File: config.mk
export PLATFORM = sky130hd
export DESIGN_NAME = c7bcsr_acc
export DESIGN_NICKNAME = d
export VERILOG_FILES = /design/src/rtl/c7bcsr_acc.sv
export SDC_FILE = /design/constraint.sdc
export NUM_CORES = 1
export LEC_CHECK = 0
export ABC_CLOCK_PERIOD_IN_PS = 2400
export CAP_MARGIN = 15
export CORE_MARGIN = 1
export CORE_UTILIZATION = 30
export CTS_CLUSTER_SIZE = 40
export DETAILED_ROUTE_END_ITERATION = 8
export GPL_ROUTABILITY_DRIVEN = 1
export GPL_TIMING_DRIVEN = 1
export PLACE_DENSITY_LB_ADDON = 0.25
export SYNTH_ARGS = -nofsm -noshare
export SYNTH_HDL_FRONTEND = slang
export SYNTH_SLANG_ARGS = --single-unit
File: constraint.sdc
create_clock -name clk -period 2.4 [get_ports clk]
set_input_delay 0.36 -clock clk [delete_from_list [all_inputs] [get_ports clk]]
set_output_delay 0.36 -clock clk [all_outputs]
set_load 0.02 [all_outputs]
File: src/rtl/c7bcsr_acc.sv
// CSR access sequencer: runs read-before-write sequences on the CSR register file port.
// Optional privilege check enabled by defining C7BCSR_ACC_PLV_CHECK_EN.
`ifndef LCSR_BIT
`define LCSR_BIT 14
`endif

module c7bcsr_acc #(
    parameter int TAG_W = 5
) (
    input  logic                 clk,
    input  logic                 rst,
    input  logic                 req_valid,
    output logic                 req_ready,
    input  logic [1:0]           req_op,
    input  logic [`LCSR_BIT-1:0] req_addr,
    input  logic [31:0]          req_wdata,
    input  logic [31:0]          req_mask,
    input  logic [TAG_W-1:0]     req_tag,
    input  logic [1:0]           crmd_plv,
    input  logic                 flush,
    output logic [`LCSR_BIT-1:0] csr_raddr,
    input  logic [31:0]          csr_rdata,
    output logic [`LCSR_BIT-1:0] csr_waddr,
    output logic [31:0]          csr_wdata,
    output logic [31:0]          csr_mask,
    output logic                 csr_wen,
    output logic                 resp_valid,
    input  logic                 resp_ready,
    output logic [31:0]          resp_data,
    output logic [TAG_W-1:0]     resp_tag,
    output logic                 resp_except,
    output logic [5:0]           resp_ecode
);

    typedef enum logic [1:0] {IDLE, READ, WRITE, RESP} state_t;

    localparam logic [1:0] OP_RD  = 2'b00;
    localparam logic [1:0] OP_WR  = 2'b01;
    localparam logic [1:0] OP_RSV = 2'b11;
    localparam logic [5:0] ECODE_INE = 6'h0D;
    localparam logic [5:0] ECODE_IPE = 6'h0E;

    state_t               state, state_nxt;
    logic [1:0]           op_q;
    logic [`LCSR_BIT-1:0] addr_q;
    logic [31:0]          wdata_q;
    logic [31:0]          mask_q;
    logic [TAG_W-1:0]     tag_q;
    logic [31:0]          data_q;
    logic                 except_q;
    logic [5:0]           ecode_q;

    logic accept;
    logic illegal_op;
    logic plv_fault;

`ifdef C7BCSR_ACC_PLV_CHECK_EN
    assign plv_fault = (crmd_plv != 2'd0);
`else
    logic unused_plv;
    assign unused_plv = ^crmd_plv;
    assign plv_fault  = 1'b0;
`endif

    assign req_ready  = (state == IDLE) & ~flush & ~rst;
    assign accept     = req_valid & req_ready;
    assign illegal_op = (req_op == OP_RSV);

    // NOTE: every output of this block gets a default first, so no path leaves it unassigned (no latch).
    always_comb begin
        state_nxt = state;
        unique case (state)
            IDLE:  if (accept) state_nxt = (illegal_op | plv_fault) ? RESP : READ;
            READ:  state_nxt = flush ? IDLE : ((op_q == OP_RD) ? RESP : WRITE);
            WRITE: state_nxt = flush ? IDLE : RESP;
            RESP:  if (flush | resp_ready) state_nxt = IDLE;
            default: state_nxt = IDLE;
        endcase
    end

    // NOTE: sequential state uses non-blocking assignments so all registers update from pre-edge values.
    always_ff @(posedge clk) begin
        if (rst) begin
            state    <= IDLE;
            op_q     <= 2'b00;
            addr_q   <= '0;
            wdata_q  <= '0;
            mask_q   <= '0;
            tag_q    <= '0;
            data_q   <= '0;
            except_q <= 1'b0;
            ecode_q  <= '0;
        end else begin
            state <= state_nxt;
            if (accept) begin
                op_q     <= req_op;
                addr_q   <= req_addr;
                wdata_q  <= req_wdata;
                mask_q   <= req_mask;
                tag_q    <= req_tag;
                data_q   <= '0;
                except_q <= illegal_op | plv_fault;
                ecode_q  <= illegal_op ? ECODE_INE : (plv_fault ? ECODE_IPE : 6'h00);
            end else if (state == READ && !flush) begin
                data_q <= csr_rdata;
            end
        end
    end

    // Write port is idle outside WRITE; a flush or reset in WRITE suppresses the strobe.
    assign csr_raddr = (state != IDLE) ? addr_q : '0;
    assign csr_wen   = (state == WRITE) & ~flush & ~rst;
    assign csr_waddr = (state == WRITE) ? addr_q : '0;
    assign csr_wdata = (state == WRITE) ? wdata_q : '0;
    assign csr_mask  = (state != WRITE) ? 32'h0 : ((op_q == OP_WR) ? 32'hFFFF_FFFF : mask_q);

    assign resp_valid  = (state == RESP);
    assign resp_data   = data_q;
    assign resp_tag    = tag_q;
    assign resp_except = except_q;
    assign resp_ecode  = ecode_q;

endmodule

# Word level (Yosys, flattened, before mapping)
# Index checks and enable logic that the tools add are counted.
[totals]
register_bits = 126
in_bits = 124
output_inout_bits = 139
elab_cells = 45
[op_classes]
eq_ne = 8
muxes = 13
bitwise = 8
n_reduce_logical = 7
[op_table]
columns = ["cell", "n"]
rows = [
  ["32-bit two-way mux", 3],
  ["14-bit two-way mux", 2],
  ["2-bit two-way mux", 5],
  ["2-bit one-hot mux with 4 select lines", 1],
  ["2-bit equality test, second input constant", 3],
  ["1-bit bitwise AND", 5],
  ["2-bit by 1-bit equality test with 1-bit output, second input constant", 2],
  ["2-bit logical NOT", 2],
  ["4-bit two-way mux", 1],
  ["2-bit inequality test, second input constant", 2],
  ["2-bit by 1-bit inequality test with 1-bit output, second input constant", 1],
  ["1-bit inverter", 2],
  ["2-bit AND reduction", 1],
  ["2-bit nonzero test", 1],
  ["2-bit OR reduction", 1],
  ["1-bit logical AND", 1],
  ["1-bit logical NOT", 1],
  ["1-bit two-way mux", 1],
  ["1-bit OR", 1],
]

# Depth between registers and ports, before layout
[depth]
ltp_word = 6
depth_mapped = 7
mapped_depth_nobuf = 3

# Worst setup path before layout
# OpenSTA, ideal clock, no wires.
[synth_timing]
path_kind = "input to output"
from = "in flush"
to = "out csr_wen"
t_arrival_ns = 1.489
required_time_ns = 2.040
path_slack_ns = 0.551
cell_stages = 3
path_buffers = 2
cell_sequence = "buf_4 buf_1 nor4_1"
[synth_between]
elab_chain_len = 3
[synth_lines]
columns = ["item", "line", "source"]
rows = [
  ["start, declared", "20", "input logic flush,"],
  ["1-bit inverter", "112", "assign csr_wen = (state == WRITE) & ~flush & ~rst;"],
  ["1-bit bitwise AND (2 in series)", "112", ""],
  ["end, declared", "26", "output logic csr_wen,"],
]
# No other way between the ends.

# Worst setup path after layout
[layout_timing]
from = "reg state[1]"
to = "out csr_wdata[22]"
[layout_between]
elab_chain_len = 2
[layout_lines]
columns = ["item", "line", "source"]
rows = [
  ["start, declared", "43", "state_t state, state_nxt;"],
  ["start signal, assigned", "94", "state <= state_nxt;"],
  ["2-bit equality test", "114", "assign csr_wdata = (state == WRITE) ? wdata_q : '0;"],
  ["32-bit two-way mux", "114", ""],
  ["end, declared", "24", "output logic [31:0] csr_wdata,"],
]
# No other way between the ends.

==> qor.yml <==
die:
  die_h_um: 137
  ios: 263
  dieArea_um2: 18800
  std_cell_rows: 49
  die_x_um: 137
  fp.coreArea_um2: 18000
  start_util: 0.306
drt:
  num_vias: 5418
  finalWirelength_um: 18200
  drtIter0Drc: 209
  first_pass_iters: 4
  drc: 0
  via_per_inst: 4.79
  wl_per_cell_um: 16.1
  detail-route-antenna-nets: 0
sta:
  max_slew_margin: 0.525
  finalSetupViolCount: 0
  min_period_ns: 2.29
  finalHoldViolCount: 0
  timing.final.crit_share: 0.955
  whs_ns: 0.313
  worst_slew_pin_slew_ns: 0.713
  skew_ns: 0.00907
  finalSetupTns_ns: 0
  drv_slew: 0
  fmax_mhz: 436
synthesis:
  yosys_warnings: 0
  synth_top_area_frac: 0.437
  ys_types: 26
  synth.avg_cell_area_um2: 8.25
  muxShareOfSynthArea: 0
  synth_area_um2: 5490
  synthAdderAreaFrac: 0
  synthFlopType: "dfxtp_1"
  async_flop_share: 0
  yosysTopAreaCell: "dfxtp_1"
  synth_seq_cells: 120
  synthXorXnorAreaFrac: 0
  synth-edff-count: 0
  synth_top_family_by_area: "simple AND/OR/NAND/NOR gates"
  yosysSeqAreaShare: 0.437
  synth-simple-area-share: 0.266
  synth_area_leaders: "dfxtp_1 (44%), nand2_1 (10%), o211ai_1 (7.7%)"
  syn_inst: 666
  synth-compound-area-share: 0.226
hold_path:
  holdPathStages: 2
  hold_path_class: "primary input to flip-flop"
  holdPathEnd: "resp_ecode[2]$_SDFFE_PP0P_"
  hp-start: "flush"
power:
  p_sw_frac: 0.259
  p_comb_frac: 0.133
  clockPowerShare: 0.479
  finalPower_uw: 5480
  p_int_uw: 4060
  leakagePower_uw: 0.00417
  ir_worst_vdd_uv: 461
  power_density_nw_per_um2: 612
  p_switching_uw: 1420
  seqPwrFrac: 0.388
worst_setup_path:
  r2r_slack_ns: 0.63
  r2r-end: "resp_data[11]$_SDFFE_PP0P_"
  critPathMaxFanout: 23
  start_kind: "flip-flop"
  end_kind: "output port"
  reg2reg_depth: 4
  r2r-start: "state[0]$_SDFFE_PP0P_"
  critPathRequiredTime_ns: 2.04
  critPathArrivalTime_ns: 1.93
  crit_type: "flip-flop to output port"
placement:
  dp.cells: 1097
  dpl.hpwl_um: 11500
  numPortBuffers: 257
  gp_congestion: 0.706
clock_tree:
  clock_path_buffers: 2
  cts_max_level: 4
  numCtsBuffers: 17
  ctsHoldBuffers: 0
  cts_tree: "built"
  cts_root_buffer: "clkbuf_16"
  clk_latency_ns: 0.42
  cts.clk_slew.worst_paths_ns: 0.05
  clock_sinks: 120
final_layout:
  nets: 1013
  areaGrowthSynthToFinish_pct: 62.9
  final_cell_mix: "clkdlybuf4s50_1 (189), nand2_1 (151), dfxtp_1 (120)"
  final_common_cell: "clkdlybuf4s50_1"
  antennaDiodeCount: 0
  layout-drive-gt1-share: 0.105
  instances_no_fill: 1131
run:
  maxCapViolations: 0
grt:
  first_global_vias: 5247
  antenna_found_initial: 0
  grt_usage: 0.191
  grt_pass1_wl_um: 27500
  grt_overflow: 0
  grt_max_degree: 83
outcome:
  status: "completed"
power groups by stage:
stage | sequential [µW] | clock (µW) | combinational (µW)
final | 2120 | 2620 | 731
after global placement | 2160 | 0 | 733
after floorplan | 2170 | 0 | 336
after CTS | 2120 | 2700 | 735
after detailed placement | 2170 | 0 | 735
after global routing | 2130 | 2790 | 794
cell type report:
cell class | instances | area (µm²)
Clock buffer | 18 | 429
Clock inverter | 14 | 176
Fill cell | 1749 | 9020
Inverter | 2 | 8.76
Multi-Input combinational cell | 468 | 2750
Sequential cell | 120 | 2400
Tap cell | 229 | 287
Timing Repair Buffer | 280 | 2890
logic make-up (layout without fill, tap and decap cells):
family                 Yosys count  in the layout
buffers and inverters           80            314
other                            1              3
AND/OR/NAND/NOR                309            309
AO/OA/AOI/OAI                  156            156
flip-flops                     120            120
cell usage after synthesis, types with 10 or more instances:
cell        n
o21a_1     32
nand2_1   151
o211ai_2   30
and2_1     47
nor2b_1    15
clkbuf_1   41
o211ai_1   56
nand3_1    83
a21oi_1    34
buf_2      15
buf_1      10
dfxtp_1   120
critical path: stages, from the launching register on:
cell and delay (ns):
dfxtp_1 0.32, inv_1 0.10, nor2_4 0.15, buf_6 0.21, and2_1 0.14, clkdlybuf4s50_1 0.60
metrics by stage:
step | setup WS, ns | utilization | cell area (µm²)
finish | 0.109 | 0.498 | 8940
global route | -0.000364 | 0.498 | 8940
CTS | -0.0122 | 0.492 | 8840
detailed placement | 0.302 | 0.461 | 8280
global placement | 0.282 | 0.461 | 8280
floorplan | 0.551 | - | 5500
worst max-delay path by stage:
stage	from	endpoint	slack, ns	depth (start not counted)
6_report	state[1]$_SDFFE_PP0P_	csr_wdata[22]	0.11	5
5_1_grt	state[1]$_SDFFE_PP0P_	csr_wdata[22]	-0.0004	5
4_1_cts	state[1]$_SDFFE_PP0P_	csr_mask[8]	-0.01	5
3_5_place_dp	rst	csr_wen	0.30	3
3_3_place_gp	rst	csr_wen	0.28	3
2_1_floorplan	flush	csr_wen	0.55	3
sequential cells by signal, indices dropped and copies added, names as in the netlist:
name,flops
resp_ecode,1
resp_tag,5
addr_q,14
state,2
resp_data,32
wdata_q,32
op_q,2
mask_q,32
routing by layer:
metal,share of wire,vias up,global-route usage
met5,0,-,0
met4,0.011,0,0.0556
met3,0.097,13,0.0854
li1,-,2735,-
met1,0.43,2477,0.219
met2,0.46,193,0.317
repair_timing:
action,CTS,global route
setup buffers,0,1
gates resized for setup,42,27
setup endpoints to repair,63,41
cloned,0,1
pin swaps,0,1
Note: power is estimated with default switching activity, not from simulation.
==> edit 1 (same flow settings) <==
Set the parameter `TAG_W` to 10 (it was 5).
--- a/src/rtl/c7bcsr_acc.sv
+++ b/src/rtl/c7bcsr_acc.sv
@@ -7,3 +7,3 @@
 module c7bcsr_acc #(
-    parameter int TAG_W = 5
+    parameter int TAG_W = 10
 ) (
Interface: changed (resized req_tag and resp_tag); port bits go from 263 to 273. No check against the original RTL was run, so the function may have changed too.
==> edit 1 against the original RTL <==
Setup slack worse by 0.016 ns; area after synthesis shrank 0.89%; largest power group unchanged; wire length down 5.5%; register-to-register slack better by 0.11 ns; utilization rose by 2.1 points; fmax shrank 0.69%; power is 7.9% higher; via count is 3.2% lower; final area rose by 1.4%; sequential cell count is 5 higher; die area fell by 0.87%; clock skew down 0.0026 ns; first-iteration DRC count is 32% lower.
==> edit 1: results (changes against the original RTL) <==
clocking:
  h_tree_level_count: 4  # unchanged
  cts_hold_repair.buffers: 0  # unchanged
  cts_buffer_depth: 2  # unchanged
  clk-insertion-delay-late_ns: 0.42  # about the same
  clk_pin_slew_worst_paths_ns: 0.05  # about the same
global_route:
  grt_max_degree: 86  # +3.6%
  grt_util_all_layers: 0.180  # -0.0105
  first_global_vias: 5044  # -3.9%
  global_route_wire_length_before_repair_mm: 26.1  # -5.1%
worst_setup_path:
  setup.reg_to_reg.worst_slack_ns: 0.74  # +0.11 ns
  critical_path.max_fanout: 28  # +22%
  crit_family: "buffers and inverters"
  critical_path_arrival_ns: 1.95  # +0.02 ns
detailed_routing:
  wl_mm: 17.2  # -5.5%
  wl_per_cell_um: 16.1  # -0.46%
  dr_total_vias: 5244  # -3.2%
  initialDrtViolationCount: 142  # -32%
logic_synthesis:
  synth.avg_cell_area_um2: 9.12  # +11%
  synth-seq-area-share: 0.460  # +0.0223
  ys_types: 28  # +7.7%
  synth_common_cells: "sky130_fd_sc_hd__dfxtp_1, sky130_fd_sc_hd__and3_1, sky130_fd_sc_hd__a31o_2, sky130_fd_sc_hd__nand2_1, sky130_fd_sc_hd__and2_1"
  post_synth_main_area_contributors: "sky130_fd_sc_hd__dfxtp_1, sky130_fd_sc_hd__a31o_2, sky130_fd_sc_hd__and3_1"
  share_of_flip_flops_with_an_asynchronous_set_or_reset_after_synthesis: 0  # unchanged
worst_hold_path:
  class_of_the_most_critical_hold_timing_path: "reg2reg"
timing:
  finalWorstSetupSlack_ns: 0.0931  # -0.0158 ns
  worst_slew_margin_rel: 0.589  # +0.0643
  final.setup_skew_ns: 0.00651  # -0.00256 ns
place:
  routabilityCongestion: 0.728  # +3.1%
  portBuffers: 267  # +3.9%
  detailedPlace.worstSlack_ns: 0.185  # -0.118 ns
  placed_cells: 1041  # -5.1%
cells_and_area:
  design.final.nets: 966  # -4.6%
  post_route_cells_drive_above_1_share: 0.176  # +0.0702
power_and_ir_drop:
  switching_share: 0.222  # -0.0368
  power.static_leakage_nw: 4.12  # -1.2%
  worst_ir_drop_vdd_uv: 470  # +2.0%
status:
  outcome: "finished, final reports clean"
-- edit 1: path summary, 6_finish.rpt --
check / startpoint / to / cells after the start
worst max-delay path: state[1] / csr_mask[16] / 5
worst min-delay path: resp_data[2] / resp_data[2] / 2
worst max register to register: state[1] / wdata_q[23] / 5
worst min register to register: resp_data[2] / resp_data[2] / 2
-- edit 1: what timing repair did --
action                     in CTS  in global routing
pin swaps                       0                  1
gates resized for setup        36                 16
cloned                          0                  1
buffers inserted                0                  1
setup endpoints to repair      55                 56
-- edit 1: cell type report --
class                      instances  area, um2
multi-input combinational        400       2620
tap                              225        282
fill                            1655       8410
inverter                           3       12.5
sequential                       125       2500
timing repair buffer             290       2970
clock buffer                      21        470
clock inverter                    10        210
-- edit 1: kinds of logic after synthesis --
group	share of synthesized area
and+or+nand+nor	0.241
AOI/OAI and AO/OA	0.232
DFF	0.460
buffers and inverters	0.0664
other	0.000689
-- edit 1: power groups by stage --
stage               registers [mW]  clock network, mW  logic (mW)
global placement              2.27                  0       0.724
detailed placement            2.27                  0       0.725
floorplan                     2.28                  0       0.323
global route                  2.24               3.12       0.780
finish                        2.22               2.97       0.723
CTS                           2.22               3.04       0.726
-- edit 1: tightest hold or removal path: cells and delay by family (launching register included) --
| family | cells | cell delay [ns] |
|---|---|---|
| compound gates | 1 | 0.05 |
| flops | 1 | 0.30 |
| simple gates | 1 | 0.05 |
-- edit 1: metal layers --
layer / wire [um] / part of all wire / GRT usage
met5: 0 / 0 / 0
met4: 196 / 0.011 / 0.0617
met3: 1730 / 0.10 / 0.0719
met2: 7980 / 0.46 / 0.305
met1: 7330 / 0.43 / 0.205
-- edit 1: stage by stage --
step,instance area (um2),utilization,power (mW),hold WS [ns]
after floorplan,5450,-,2.60,0.440
after global placement,8350,0.478,2.99,0.443
after detailed placement,8350,0.478,2.99,0.446
after CTS,8990,0.514,5.99,0.454
after global routing,9070,0.519,6.13,0.469
final,9070,0.519,5.91,0.450
==> edit 2 (config.mk and constraints unchanged) <==
Without the edit above. Reset style: asynchronous (`rst`), changed in one clocked block.
--- a/src/rtl/c7bcsr_acc.sv
+++ b/src/rtl/c7bcsr_acc.sv
@@ -81,3 +81,3 @@
     // NOTE: sequential state uses non-blocking assignments so all registers update from pre-edge values.
-    always_ff @(posedge clk) begin
+    always_ff @(posedge clk or posedge rst) begin
         if (rst) begin
Check against the original RTL: differs if rst is asserted again (counterexample within 4 cycles, from zero or initial values and one cycle with rst high); with rst held inactive, the same outputs for 10 cycles.
==> edit 2 against the original RTL <==
Hold slack better by 0.16 ns; setup slack worse by 0.013 ns; sequential cell count unchanged; sequential share of layout area up 6.4 points; wire length down 19%; final area up 0.80%; area after synthesis down 1.2%; register-to-register slack worse by 0.12 ns; final cell count down 16%; first-iteration DRC count down 51%.
Power is not compared: it rests on default switching activity, and its combinational part moved more than twofold at a synthesized area within 25%.
==> edit 2: results (changes against the original RTL) <==
status:
  outcome: "finished, final reports clean"
logic_synthesis:
  synth_common_cells: "sky130_fd_sc_hd__dfrtp_1, sky130_fd_sc_hd__mux2_1, sky130_fd_sc_hd__nand2_1, sky130_fd_sc_hd__and2_1, sky130_fd_sc_hd__a21oi_1"
  syn_inst: 457  # -31%
  post_synth_main_area_contributors: "sky130_fd_sc_hd__dfrtp_1, sky130_fd_sc_hd__mux2_1, sky130_fd_sc_hd__and2_1"
timing:
  worst_slew_pin_slew_ns: 0.687  # -0.0261 ns
  final.setup_skew_ns: 0.00609  # -0.00298 ns
cells_and_area:
  clkbuf_count: 21  # +3
  layout.buffer.nonclock.area_share: 0.323  # about the same
  fillCellCount: 1515  # -13%
  register_fraction_of_the_total_cell_area: 0.333  # +0.0645
  flow.area_growth_from_synthesis_pct: 66.2
  design.final.nets: 837  # -17%
  clock_area_frac: 0.0737  # +0.00599
  buffers: 277  # -1.1%
worst_setup_path:
  endpoint: "req_ready"
  regToRegStartpoint: "state[1]"
  r2r_end: "mask_q[7]"
  critical_path.max_fanout: 9  # -61%
detailed_routing:
  met3RoutedLength_mm: 1.41  # -21%
  detailed_routing_wirelength_on_met1_mm: 5.83  # -26%
  route.met2.wl_mm: 7.47  # -11%
  vias_per_cell: 4.53  # -5.4%
  initialDrtViolationCount: 102  # -51%
  dr_total_vias: 4311  # -20%
floorplanning:
  core_area_um2: 17500  # -2.7%
place:
  placed_instance_area_um2: 8230  # -0.65%
  routabilityCongestion: 0.768  # +8.7%
  placed_cells: 919  # -16%
  detailedPlace.worstSlack_ns: 0.157  # -0.145 ns
  detailed_place_hpwl_mm: 10.8  # -5.8%
global_route:
  grt_max_degree: 56  # -33%
  grt_util_met1: 0.179  # -0.0398
  groute.layer.met2.usage: 0.275  # -0.0415
  global_route_wire_length_before_repair_mm: 22.8  # -17%
-- edit 2: cell count changes in the layout (fill, tap and decap cells not counted), sizes merged, moves of 3 or more --
cell          delta
dfxtp          -120
dlymetal6s2s    +24
nand4            -3
clkinvlp         -3
o211ai          -86
dfrtp          +120
nand3           -82
dlygate4sd2     -25
nand2           -85
buf              -3
mux2            +85
-- edit 2: repair_timing --
| action | in CTS | in global routing |
|---|---|---|
| hold buffers | 0 | 0 |
| setup endpoints to repair | 23 | 60 |
| gates resized for setup | 18 | 52 |
-- edit 2: cells by family after synthesis --
logic type | after synthesis | share of synthesized area
compound gates | 69 | 0.0789
simple gates | 138 | 0.133
flops | 120 | 0.554
other cells | 1 | 0.000691
mux | 85 | 0.176
buf+inv | 44 | 0.0572
-- edit 2: per-stage QoR --
stage | power, mW | TNS, ns
after floorplan | 6.54 | 0
after global placement | 9.15 | 0
after detailed placement | 9.28 | 0
after CTS | 12.1 | 0
after global routing | 12.6 | -0.0125
final | 11.9 | 0
